$ cat config.mk
export PLATFORM = sky130hd
export DESIGN_NAME = truth_table_scanner_flat
export DESIGN_NICKNAME = d
export VERILOG_FILES = /design/src/rtl/truth_table_scanner_pkg.sv /design/src/rtl/truth_table_scanner_if.sv /design/src/rtl/truth_table_scanner_settle_timer.sv /design/src/rtl/truth_table_scanner.sv /design/src/flat_wrapper.sv
export SDC_FILE = /design/constraint.sdc
export NUM_CORES = 1
export LEC_CHECK = 0
export CORE_MARGIN = 2
export CORE_UTILIZATION = 50
export CTS_CLUSTER_DIAMETER = 200
export CTS_CLUSTER_SIZE = 24
export DETAILED_ROUTE_END_ITERATION = 8
export PLACE_DENSITY_LB_ADDON = 0.1
export SETUP_SLACK_MARGIN = 0.5
export SLEW_MARGIN = 20
export SYNTH_ARGS = -nofsm -noshare
export SYNTH_HDL_FRONTEND = slang
export SYNTH_SLANG_ARGS = --single-unit
$ cat constraint.sdc
create_clock -name clk -period 4.3 [get_ports clk]
set_input_delay 1.29 -clock clk [delete_from_list [all_inputs] [get_ports clk]]
set_output_delay 1.29 -clock clk [all_outputs]
set_load 0.005 [all_outputs]
$ cat src/rtl/truth_table_scanner_pkg.sv
// tt_pkg: shared state encoding, golden table default and settle counter width.
package tt_pkg;
    localparam int CNT_W = 4;
    localparam logic [7:0] EXPECTED_DEFAULT = 8'h35;
    typedef enum logic [1:0] {IDLE, WAIT, DONE} state_e;
endpackage

$ cat src/rtl/truth_table_scanner_if.sv
// truth_table_scanner_if: stimulus/capture bundle between the scanner (master) and the block under scan.
interface truth_table_scanner_if #(parameter int N_IN = 3);
    logic start, f_in, busy, done, pass, mismatch_valid;
    logic [N_IN-1:0] abc, mismatch_idx;
    logic [2**N_IN-1:0] table_out;
    modport master(input start, f_in, output abc, busy, done, table_out, pass, mismatch_valid, mismatch_idx);
    modport slave(output start, f_in, input abc, busy, done, table_out, pass, mismatch_valid, mismatch_idx);
endinterface

$ cat src/rtl/truth_table_scanner_settle_timer.sv
// settle_timer: loadable down-counter that stops at zero and flags it.
module settle_timer
    import tt_pkg::*;
#(
    parameter int W = CNT_W
) (
    input  logic         clk,
    input  logic         rst,
    input  logic         load,
    input  logic [W-1:0] load_val,
    output logic         zero
);
    logic [W-1:0] cnt;
    assign zero = cnt == '0;
    always_ff @(posedge clk)
        cnt <= rst ? '0 : load ? load_val : zero ? cnt : cnt - 1'b1;
endmodule

$ cat src/rtl/truth_table_scanner.sv
// truth_table_scanner: walks abc through every input vector, captures F and checks it against EXPECTED.
// Optional SCAN_MISMATCH_EN builds the lowest-differing-index encoder; otherwise mismatch ports read 0.
module truth_table_scanner
    import tt_pkg::*;
#(
    parameter int N_IN = 3,
    parameter int SETTLE = 1,
    parameter logic [2**N_IN-1:0] EXPECTED = EXPECTED_DEFAULT
) (
    input logic clk,
    input logic rst,
    truth_table_scanner_if.master bus
);
    localparam int T = 2**N_IN;
    localparam logic [N_IN-1:0] LAST = N_IN'(T - 1);
    localparam logic [CNT_W-1:0] SETTLE_V = CNT_W'(SETTLE);

    state_e state;
    logic [N_IN-1:0] idx;
    logic [T-1:0] shadow, sampled, table_q;
    logic pass_q, zero, sample, last, load;

    assign sample = state == WAIT && zero;
    assign last = idx == LAST;
    assign load = (state == IDLE && bus.start) || (sample && !last);

    settle_timer #(.W(CNT_W)) u_timer (
        .clk(clk),
        .rst(rst),
        .load(load),
        .load_val(SETTLE_V),
        .zero(zero)
    );

    // the final sample must land in table_out on the same edge it is taken
    always_comb begin
        sampled = shadow;
        sampled[idx] = bus.f_in;
    end

    always_ff @(posedge clk) begin
        if (rst) begin
            state <= IDLE;
            idx <= '0;
            shadow <= '0;
            table_q <= '0;
            pass_q <= 1'b0;
        end else if (state == IDLE) begin
            if (bus.start) begin
                state <= WAIT;
                idx <= '0;
                shadow <= '0;
            end
        end else if (state == WAIT) begin
            if (zero) begin
                shadow <= sampled;
                idx <= last ? '0 : idx + 1'b1;
                if (last) begin
                    state <= DONE;
                    table_q <= sampled;
                    pass_q <= sampled == EXPECTED;
                end
            end
        end else begin
            state <= IDLE;
        end
    end

    assign bus.abc = idx;
    assign bus.busy = state == WAIT;
    assign bus.done = state == DONE;
    assign bus.table_out = table_q;
    assign bus.pass = pass_q;

`ifdef SCAN_MISMATCH_EN
    logic [T-1:0] diff;
    logic [N_IN-1:0] first;
    logic mv_q;
    logic [N_IN-1:0] mi_q;
    assign diff = sampled ^ EXPECTED;
    always_comb begin
        first = '0;
        for (int i = T - 1; i >= 0; i--)
            if (diff[i]) first = N_IN'(i);
    end
    always_ff @(posedge clk) begin
        if (rst) begin
            mv_q <= 1'b0;
            mi_q <= '0;
        end else if (sample && last) begin
            mv_q <= |diff;
            mi_q <= first;
        end
    end
    assign bus.mismatch_valid = mv_q;
    assign bus.mismatch_idx = mi_q;
`else
    assign bus.mismatch_valid = 1'b0;
    assign bus.mismatch_idx = '0;
`endif
endmodule

$ cat src/flat_wrapper.sv
// flat-port wrapper written by rule: the top's interface ports become plain ports
module truth_table_scanner_flat import tt_pkg::*;
#(
    parameter int N_IN = 3,
    parameter int SETTLE = 1,
    parameter logic [2**N_IN-1:0] EXPECTED = EXPECTED_DEFAULT
)
  (clk, rst, bus_start, bus_f_in, bus_abc, bus_busy, bus_done, bus_table_out, bus_pass, bus_mismatch_valid, bus_mismatch_idx);
  truth_table_scanner_if #(.N_IN(N_IN)) bus_i ();
  input logic clk;
  input logic rst;
  input wire logic [$bits(bus_i.start)-1:0] bus_start;
  input wire logic [$bits(bus_i.f_in)-1:0] bus_f_in;
  output wire logic [$bits(bus_i.abc)-1:0] bus_abc;
  output wire logic [$bits(bus_i.busy)-1:0] bus_busy;
  output wire logic [$bits(bus_i.done)-1:0] bus_done;
  output wire logic [$bits(bus_i.table_out)-1:0] bus_table_out;
  output wire logic [$bits(bus_i.pass)-1:0] bus_pass;
  output wire logic [$bits(bus_i.mismatch_valid)-1:0] bus_mismatch_valid;
  output wire logic [$bits(bus_i.mismatch_idx)-1:0] bus_mismatch_idx;
  assign bus_i.start = bus_start;
  assign bus_i.f_in = bus_f_in;
  assign bus_abc = bus_i.abc;
  assign bus_busy = bus_i.busy;
  assign bus_done = bus_i.done;
  assign bus_table_out = bus_i.table_out;
  assign bus_pass = bus_i.pass;
  assign bus_mismatch_valid = bus_i.mismatch_valid;
  assign bus_mismatch_idx = bus_i.mismatch_idx;
  truth_table_scanner #(.N_IN(N_IN), .SETTLE(SETTLE), .EXPECTED(EXPECTED)) u_core (.clk(clk), .rst(rst), .bus(bus_i));
endmodule
== After elaboration in Yosys (flattened, before gate mapping) ==
Index checks and enable logic that the tools add are counted.

* Word-level logic and storage cells: 53
* Register bits: 26
* Output and inout bits: 18
* Input bits: 4

* Multiplexer cells: 19
* Add/subtract/negate cells: 2
* Bitwise logic cells: 1
* Order comparisons: 2
* Equal/unequal tests: 8
* Reductions and logical operators: 14

{| class="wikitable"
|+ Operator list
! cell !! count
|-
| 8-bit two-way mux || 4
|-
| 3-bit two-way mux || 5
|-
| 2-bit two-way mux || 5
|-
| 8-bit bitwise mux || 1
|-
| 8-bit by 6-bit == test with 1-bit output (second input constant) || 1
|-
| 3-bit by 1-bit != test with 1-bit output (second input constant) || 2
|-
| 3-bit AND reduction || 2
|-
| 1-bit logical AND || 4
|-
| 4-bit zero test || 1
|-
| 3-bit by 4-bit less-than comparator with 1-bit output (second input constant) || 1
|-
| 4-bit AND reduction || 1
|-
| 2-bit nonzero test || 2
|-
| 4-bit by 1-bit subtractor with 4-bit output (second input constant) || 1
|-
| 3-bit by 1-bit adder with 3-bit output (second input constant) || 1
|-
| 1-bit demux with 3-bit select || 1
|-
| 3-bit == test (second input constant) || 1
|-
| 3-bit by 1-bit greater-or-equal comparator with 1-bit output (second input constant) || 1
|-
| 1-bit two-way mux || 3
|-
| 2-bit by 1-bit == test with 1-bit output (second input constant) || 1
|-
| 2-bit == test (second input constant) || 1
|-
| 2-bit zero test || 1
|-
| 2-bit by 1-bit != test with 1-bit output (second input constant) || 1
|-
| 2-bit != test (second input constant) || 1
|-
| 2-bit OR reduction || 1
|-
| 3 further kinds || 3
|}

== Longest topological paths before layout ==
Gate-level depths: netlist of run 1.

* Depth in word-level cells: 8
* Mapped depth: 8
* Gate-level depth less buffers: 6

== Cells and area by module ==
Synthesis of run 1 repeated with hierarchy kept, for this count alone.

* Cells, all modules: 163
* Area, all modules: 1433.9 um^2

{| class="wikitable"
|+ Modules (own cells, without submodules)
! module !! area an instance (um^2) !! sequential area each (um^2) !! times used !! cells each
|-
| truth_table_scanner || 1201.2 || 440.4 || 1 || 134
|-
| settle_timer || 232.7 || 80.1 || 1 || 29
|}

== Worst setup path before layout of run 1 ==
OpenSTA, ideal clock, no wires.

* Path kind: in2reg
* Start: in bus_start
* End: reg u_core.shadow[5]
* Path buffers: 1
* Setup time: 128 ps
* Setup slack: 2048 ps
* Data arrival time: 2124 ps
* Required time: 4172 ps
* Stages: 5
* Cells stage by stage: or3b_2 -> clkbuf_1 -> nand2_1 -> mux2_2 -> nor2_1

* Cells in the longest elaborated chain, start to end: 2

{| class="wikitable"
|+ Ends and longest elaborated chain
! item !! line !! text
|-
| start: declaration || flat_wrapper.sv:12 || <nowiki>input wire logic [$bits(bus_i.start)-1:0] bus_start;</nowiki>
|-
| 2-bit != test (no source line) || n/a ||
|-
| 3-bit AND reduction (no source line) || n/a ||
|-
| end signal: assignment || truth_table_scanner.sv:56 || <nowiki>shadow <= sampled;</nowiki>
|-
| end: declaration || truth_table_scanner.sv:20 || <nowiki>logic [T-1:0] shadow, sampled, table_q;</nowiki>
|}

Every way passes these cells.
A chain may end at the register's enable or synchronous reset.

== Final worst setup path of run 1 ==
* Start: reg u_core.idx[0] (netlist: u_core.bus.abc[0])
* End: out bus_abc[0]

{| class="wikitable"
|+ RTL lines
! item !! line !! text
|-
| start: declaration || truth_table_scanner.sv:19 || <nowiki>logic [N_IN-1:0] idx;</nowiki>
|-
| start signal: assignment || truth_table_scanner.sv:57 || <nowiki>idx <= last ? '0 : idx + 1'b1;</nowiki>
|-
| end: declaration || flat_wrapper.sv:14 || <nowiki>output wire logic [$bits(bus_i.abc)-1:0] bus_abc;</nowiki>
|}

No word-level cell between the ends.

==> impl_metrics.tcl, run 1 <==
set metrics [dict create \
    grt_pass1_vias 1162 \
    ys.warnings.count 0 \
    ant_nets 0 \
    report.final.setup_viol 0 \
    clock_latency_ns 0.33 \
    whs_path_depth 2 \
    drcViolationCount 0 \
    die_y_um 57.5 \
    worst_r2r_endpoint "u_core.bus.pass" \
    antenna_found_initial 0 \
    slew_violations 0 \
    synthTopCellsByArea "dfxtp_1 (36%), nor2_1 (4.7%), mux2_2 (4.7%)" \
    max_slew_margin_pct 53.7 \
    synth_area_leader_cell "dfxtp_1" \
    grt.total_usage_pct 20.9 \
    clk_path_buf_depth 2 \
    crit_slowest_cell "dfxtp_1" \
    port-buffer-count 17 \
    endpoint_kind "output pin" \
    routed_via_density 5.83 \
    cp_data_required_time_ns 3.01 \
    ys_types 38 \
    max-vdd-ir-drop_uv 203 \
    crit_path_start_kind "flip-flop" \
    path_delay_family "flip-flops" \
    reg2reg_depth 6 \
    seq_area_frac_synth_pct 36.3 \
    post_synth_inst_count 167 \
    syn_to_final_growth_pct 13.6 \
    finalHoldViolations 0 \
    rrSetupSlack_ns 2.06 \
    worstMarginPinSlew_ns 0.692 \
    grt_pass1_wl_um 5310 \
    grt_max_degree 20 \
    gr-total-overflow 0 \
    ys_ff_latch 26 \
    yosysTopAreaCellShare_pct 36.3 \
    timing.rr.start "u_core.bus.abc[0]" \
    fin_crit_ns 2.96 \
    critPathKind "flip-flop to output pin" \
    start_util_pct 52.4 \
    cts_root_buf "clkbuf_4" \
    stdcell_area_um2 1630 \
    cts.reportedPaths.clkPinSlew_ns 0.15 \
    nNetsFinal 186 \
    core_um2 2730 \
    antennaDiodeCount 0 \
    ios 22 \
    cts_inserted_buffers 3 \
    postCtsHoldBufs 0 \
    tns_ns 0 \
    holdCritStartpoint "u_core.bus.table_out[1]" \
    gp_congestion 0.863 \
    fp.dieW_um 57.5 \
    wl_um 3080 \
    drv_cap 0 \
    cp_num_buf_inv 1 \
    power.total_w 0.000511 \
    first_iter_violations 43 \
    arrival_ns 1.67 \
    min_path_type "flip-flop to flip-flop" \
    status "finished, final reports clean" \
    critPathMaxFanout 19 \
    firstDrtPassIters 4 \
    cts_sinks 26 \
    hpwl_um 2230 \
    p_leak_nw 0.554 \
    avgSynthCellArea_um2 8.58 \
    rsz0062_at_grt "false" \
    hold_path_end "u_core.bus.table_out[1]" \
    finalCritPeriodShare_pct 68.8 \
    cts.repair.resized 0 \
    cts_setup_buffers 0 \
    cp_slowest_stage_delay_ns 0.72 \
    layout-drive-gt1-share_pct 8.43 \
    cts_tree "done" \
    htreeDepth 1 \
    syn_area_um2 1430 \
    placed_cell_area_um2 1580 \
    rows 19 \
    crit_chain "clkdlybuf4s50_1" \
    fin_skew_ns 0.00803 \
    die_area_um2 3310 \
    max_freq_mhz 338 \
    routedWlPerCell_um 14.8 \
    num_vias 1218 \
    powerDensity_nw_per_um2 314 \
]
[power by group]
part           switching, W  internal (W)
clock             0.0000761     0.0000943
combinational     0.0000489     0.0000335
sequential       0.00000985      0.000248
total              0.000135      0.000376
[cell families after synthesis]
group | Yosys count | share of synthesized area (%)
simple gates | 68 | 27.2
xor+xnor | 1 | 0.611
mux | 12 | 8.91
buf+inv | 20 | 7.51
flops | 26 | 36.3
other cells | 1 | 0.262
fa+ha+maj | 3 | 2.62
compound gates | 36 | 16.5
[layout by cell type (no fill, tap or decap), types with 3 or more instances in the layout]
cell and count:
o21ai_0 8, mux2_2 6, inv_1 6, nor3_1 8, dfxtp_1 26, clkdlybuf4s50_1 17, conb_1 4, ha_1 3
nand3b_1 3, nor2_1 18, nand3_1 5, nor4bb_1 4, mux2i_1 6, clkbuf_4 3, nor2b_1 3, a211oi_1 6
a21oi_1 12, nor3b_1 6, nand2_1 10, nand2b_1 3
[flip-flops by register name, summed over array words and instances (netlist names)]
signal                flops
u_core.bus.table_out      8
u_core.state              2
u_core.shadow             8
u_core.bus.abc            3
u_core.bus.pass           1
u_core.u_timer.cnt        4
[worst register-to-register path, delay by kind of cell (launching register included)]
family / cells / cell delay, ns
DFF: 1 / 0.72
and+or+nand+nor: 2 / 0.69
adders and majority gates: 2 / 0.41
AOI/OAI and AO/OA: 1 / 0.23
buffers and inverters: 1 / 0.10
[stage by stage]
step | instances | setup slack (ns) | util (%) | hold WS, ns
after floorplan | 170 | 2.05 | - | 0.462
after global placement | 205 | 1.32 | 57.6 | 0.489
after detailed placement | 205 | 1.25 | 57.6 | 0.498
after CTS | 209 | 1.34 | 59.5 | 0.517
after global routing | 209 | 1.25 | 59.5 | 0.548
final | 209 | 1.34 | 59.5 | 0.513
[area by class of cell]
cell class / instances / area [um^2]
clock buffers: 3 / 22.5
multi-input cells: 124 / 816
clock inverters: 1 / 30.0
repair buffers: 18 / 178
flip-flops and latches: 26 / 520
well taps: 31 / 38.8
fillers: 251 / 1110
inverters: 6 / 22.5
[layer usage]
metal / GRT usage [%] / routed length [um] / vias up
met3: 3.40 / 104 / 4
met2: 35.1 / 1550 / 23
met5: 0 / 0 / -
li1: - / - / 614
met4: 12.6 / 57 / 0
met1: 24.9 / 1370 / 577
[cell usage after synthesis]
cell type,instances
or3b_2,1
nor3_4,1
ha_1,3
mux2_2,6
buf_6,2
clkbuf_1,5
buf_4,4
buf_1,1
nor3_1,8
dfxtp_1,26
nor2_1,18
buf_2,2
nor4bb_1,4
or3_1,1
nand3b_1,3
inv_1,6
a41o_1,1
and3_1,1
a211oi_2,2
xnor2_1,1
a22oi_1,2
nor3b_1,6
a21oi_1,12
o2bb2ai_1,2
a211oi_1,6
nand4b_1,1
nand2_1,10
mux2i_1,6
o31ai_1,2
nor2b_1,3
nand2b_1,3
conb_1,1
nand3_1,5
o21ai_0,8
or3b_1,1
a311oi_1,1
or4bb_1,1
and3b_1,1
[worst max path at each step]
stage | start | cells after the start | to | slack, ns
floorplan | bus_start | 5 | u_core.shadow[5] | 2.05
global placement | bus_f_in | 5 | u_core.bus.pass | 1.32
detailed placement | bus_f_in | 5 | u_core.bus.pass | 1.25
CTS | u_core.bus.abc[0] | 1 | bus_abc[0] | 1.34
global route | u_core.bus.abc[0] | 1 | bus_abc[0] | 1.25
finish | u_core.bus.abc[0] | 1 | bus_abc[0] | 1.34
No activity file was read; power rests on OpenSTA's default activity.
==> run 2, diff against run 1 <==
--- a/config.mk
+++ b/config.mk
@@ -6,7 +6,7 @@
 export NUM_CORES = 1
 export LEC_CHECK = 0
 export CORE_MARGIN = 2
-export CORE_UTILIZATION = 50
+export CORE_UTILIZATION = 48
 export CTS_CLUSTER_DIAMETER = 200
 export CTS_CLUSTER_SIZE = 24
 export DETAILED_ROUTE_END_ITERATION = 8
==> constraint.sdc (replaced) <==
create_clock -name clk -period 2.7 [get_ports clk]
set_input_delay 0.81 -clock clk [delete_from_list [all_inputs] [get_ports clk]]
set_output_delay 0.81 -clock clk [all_outputs]
set_load 0.005 [all_outputs]
==> impl_metrics.tcl, run 2 (same netlist as run 1, synthesis figures left out) <==
set metrics [dict create \
    fp.dieW_um 58.6 \
    hpwl_um 2290 \
    crit_path_start_kind "flip-flop" \
    die_y_um 58.6 \
    core_um2 2810 \
    p_leak_nw 0.637 \
    cts.reportedPaths.clkPinSlew_ns 0.14 \
    report.final.setup_viol 0 \
    fill_cells 269 \
    switchingPower_w 0.000211 \
    port-buffer-count 17 \
    arrival_ns 1.43 \
    cp_data_required_time_ns 1.89 \
    cts_sinks 26 \
    endpoint_kind "output pin" \
    layout-drive-gt1-share_pct 19.6 \
    grt_max_degree 19 \
    swShare_pct 27.7 \
    critPathMaxFanout 6 \
    cts_inserted_buffers 3 \
    worstMarginPinSlew_ns 0.657 \
    wl_um 3360 \
    ant_nets 0 \
    firstDrtPassIters 6 \
    power.total_w 0.000760 \
    final_core_util_pct 63.2 \
    routed_via_density 5.78 \
    finalCritPeriodShare_pct 82.9 \
    start_util_pct 51.1 \
    ios 22 \
    max_freq_mhz 447 \
    slew_violations 0 \
    cts_root_buf "clkbuf_4" \
    p_int_w 0.000549 \
    placed_cell_area_um2 1610 \
    rows 19 \
    antennaDiodeCount 0 \
    nNetsFinal 202 \
    gp_congestion 0.785 \
    min_path_type "flip-flop to flip-flop" \
    comb_power_share_pct 21.5 \
    layout_common_cells "dfxtp_1 (21), nor2_1 (18), clkdlybuf4s50_1 (17), buf_4 (15), a21oi_1 (12)" \
    max-vdd-ir-drop_uv 252 \
    drv_cap 0 \
    htreeDepth 1 \
    grt_pass1_wl_um 5110 \
    grt.total_usage_pct 19.4 \
    postCtsHoldBufs 0 \
    stdcell_area_um2 1770 \
    status "complete, but fails checks" \
    routedWlPerCell_um 14.9 \
    critPathKind "flip-flop to output pin" \
    gr-total-overflow 0 \
    fin_skew_ns 0.00286 \
    finalHoldViolations 0 \
    clkPwrFrac_pct 25.5 \
    clk_path_buf_depth 2 \
    clock_latency_ns 0.31 \
    first_iter_violations 62 \
    drcViolationCount 4 \
    num_vias 1301 \
    p_seq_share_pct 53.0 \
    syn_to_final_growth_pct 23.8 \
    die_area_um2 3440 \
    cts_tree "done" \
    antenna_found_initial 0 \
    rsz0062_at_grt "true" \
    tns_ns 0 \
    fin_crit_ns 2.24 \
    grt_pass1_vias 1109 \
    layout_commonest_cell "dfxtp_1" \
    max_slew_margin_pct 56.1 \
    powerDensity_nw_per_um2 429 \
    hold_ws_ns 0.506 \
    failed_checks "DRC" \
]
[run 2: cell count changes in the layout (fill, tap and decap cells not counted), sizes merged]
cell / delta
clkbuf: +1
buf: +16
bufinv: -1
[run 2: power by group through the flow]
| stage | registers (W) | clock network, W | logic [W] |
|---|---|---|---|
| floorplan | 0.000411 | 0 | 0.000115 |
| detailed placement | 0.000413 | 0 | 0.000141 |
| global route | 0.000406 | 0.000219 | 0.000180 |
| finish | 0.000403 | 0.000194 | 0.000163 |
| global placement | 0.000412 | 0 | 0.000137 |
| CTS | 0.000404 | 0.000198 | 0.000144 |
[run 2: final cells by class]
| cell class | instances | area, um^2 | area share, % |
|---|---|---|---|
| clock buffer | 4 | 36.3 | 2.05 |
| inverter | 6 | 25.0 | 1.41 |
| multi-input combinational | 124 | 823 | 46.4 |
| sequential | 26 | 532 | 30.0 |
| tap | 31 | 38.8 | 2.19 |
| timing repair buffer | 34 | 318 | 17.9 |
[run 2: worst paths after layout]
path | start | end | slack [ns] | cells after the start
hold / removal | u_core.bus.table_out[1] | u_core.bus.table_out[1] | 0.51 | 2
setup / recovery | u_core.state[1] | bus_busy | 0.46 | 3
setup reg to reg | u_core.u_timer.cnt[0] | u_core.bus.pass | 0.78 | 7
hold reg to reg | u_core.bus.table_out[1] | u_core.bus.table_out[1] | 0.51 | 2
[run 2: metal layers]
metal,vias to the layer above,wire (um),global-route usage [%]
met5,-,0,0
met4,0,23,6.82
met3,2,180,3.74
met2,38,1600,31.3
met1,613,1560,26.1
li1,648,-,-
[run 2: repair_timing]
item / in CTS / in global routing
pin swaps: 0 / 1
setup endpoints to repair: 5 / 14
buffers inserted: 0 / 12
gates resized for setup: 8 / 5
[run 2: worst max-delay path, cell delays in order (launching register included)]
cell	delay [ns]
dfxtp_2	0.36
nand2b_4	0.18
inv_4	0.08
clkdlybuf4s50_1	0.49
[run 2: metrics by stage]
step | std cells | setup slack (ns)
2_1_floorplan | 170 | 0.928
3_3_place_gp | 209 | 0.395
3_5_place_dp | 209 | 0.298
4_1_cts | 213 | 0.419
5_1_grt | 225 | 0.402
6_report | 225 | 0.462
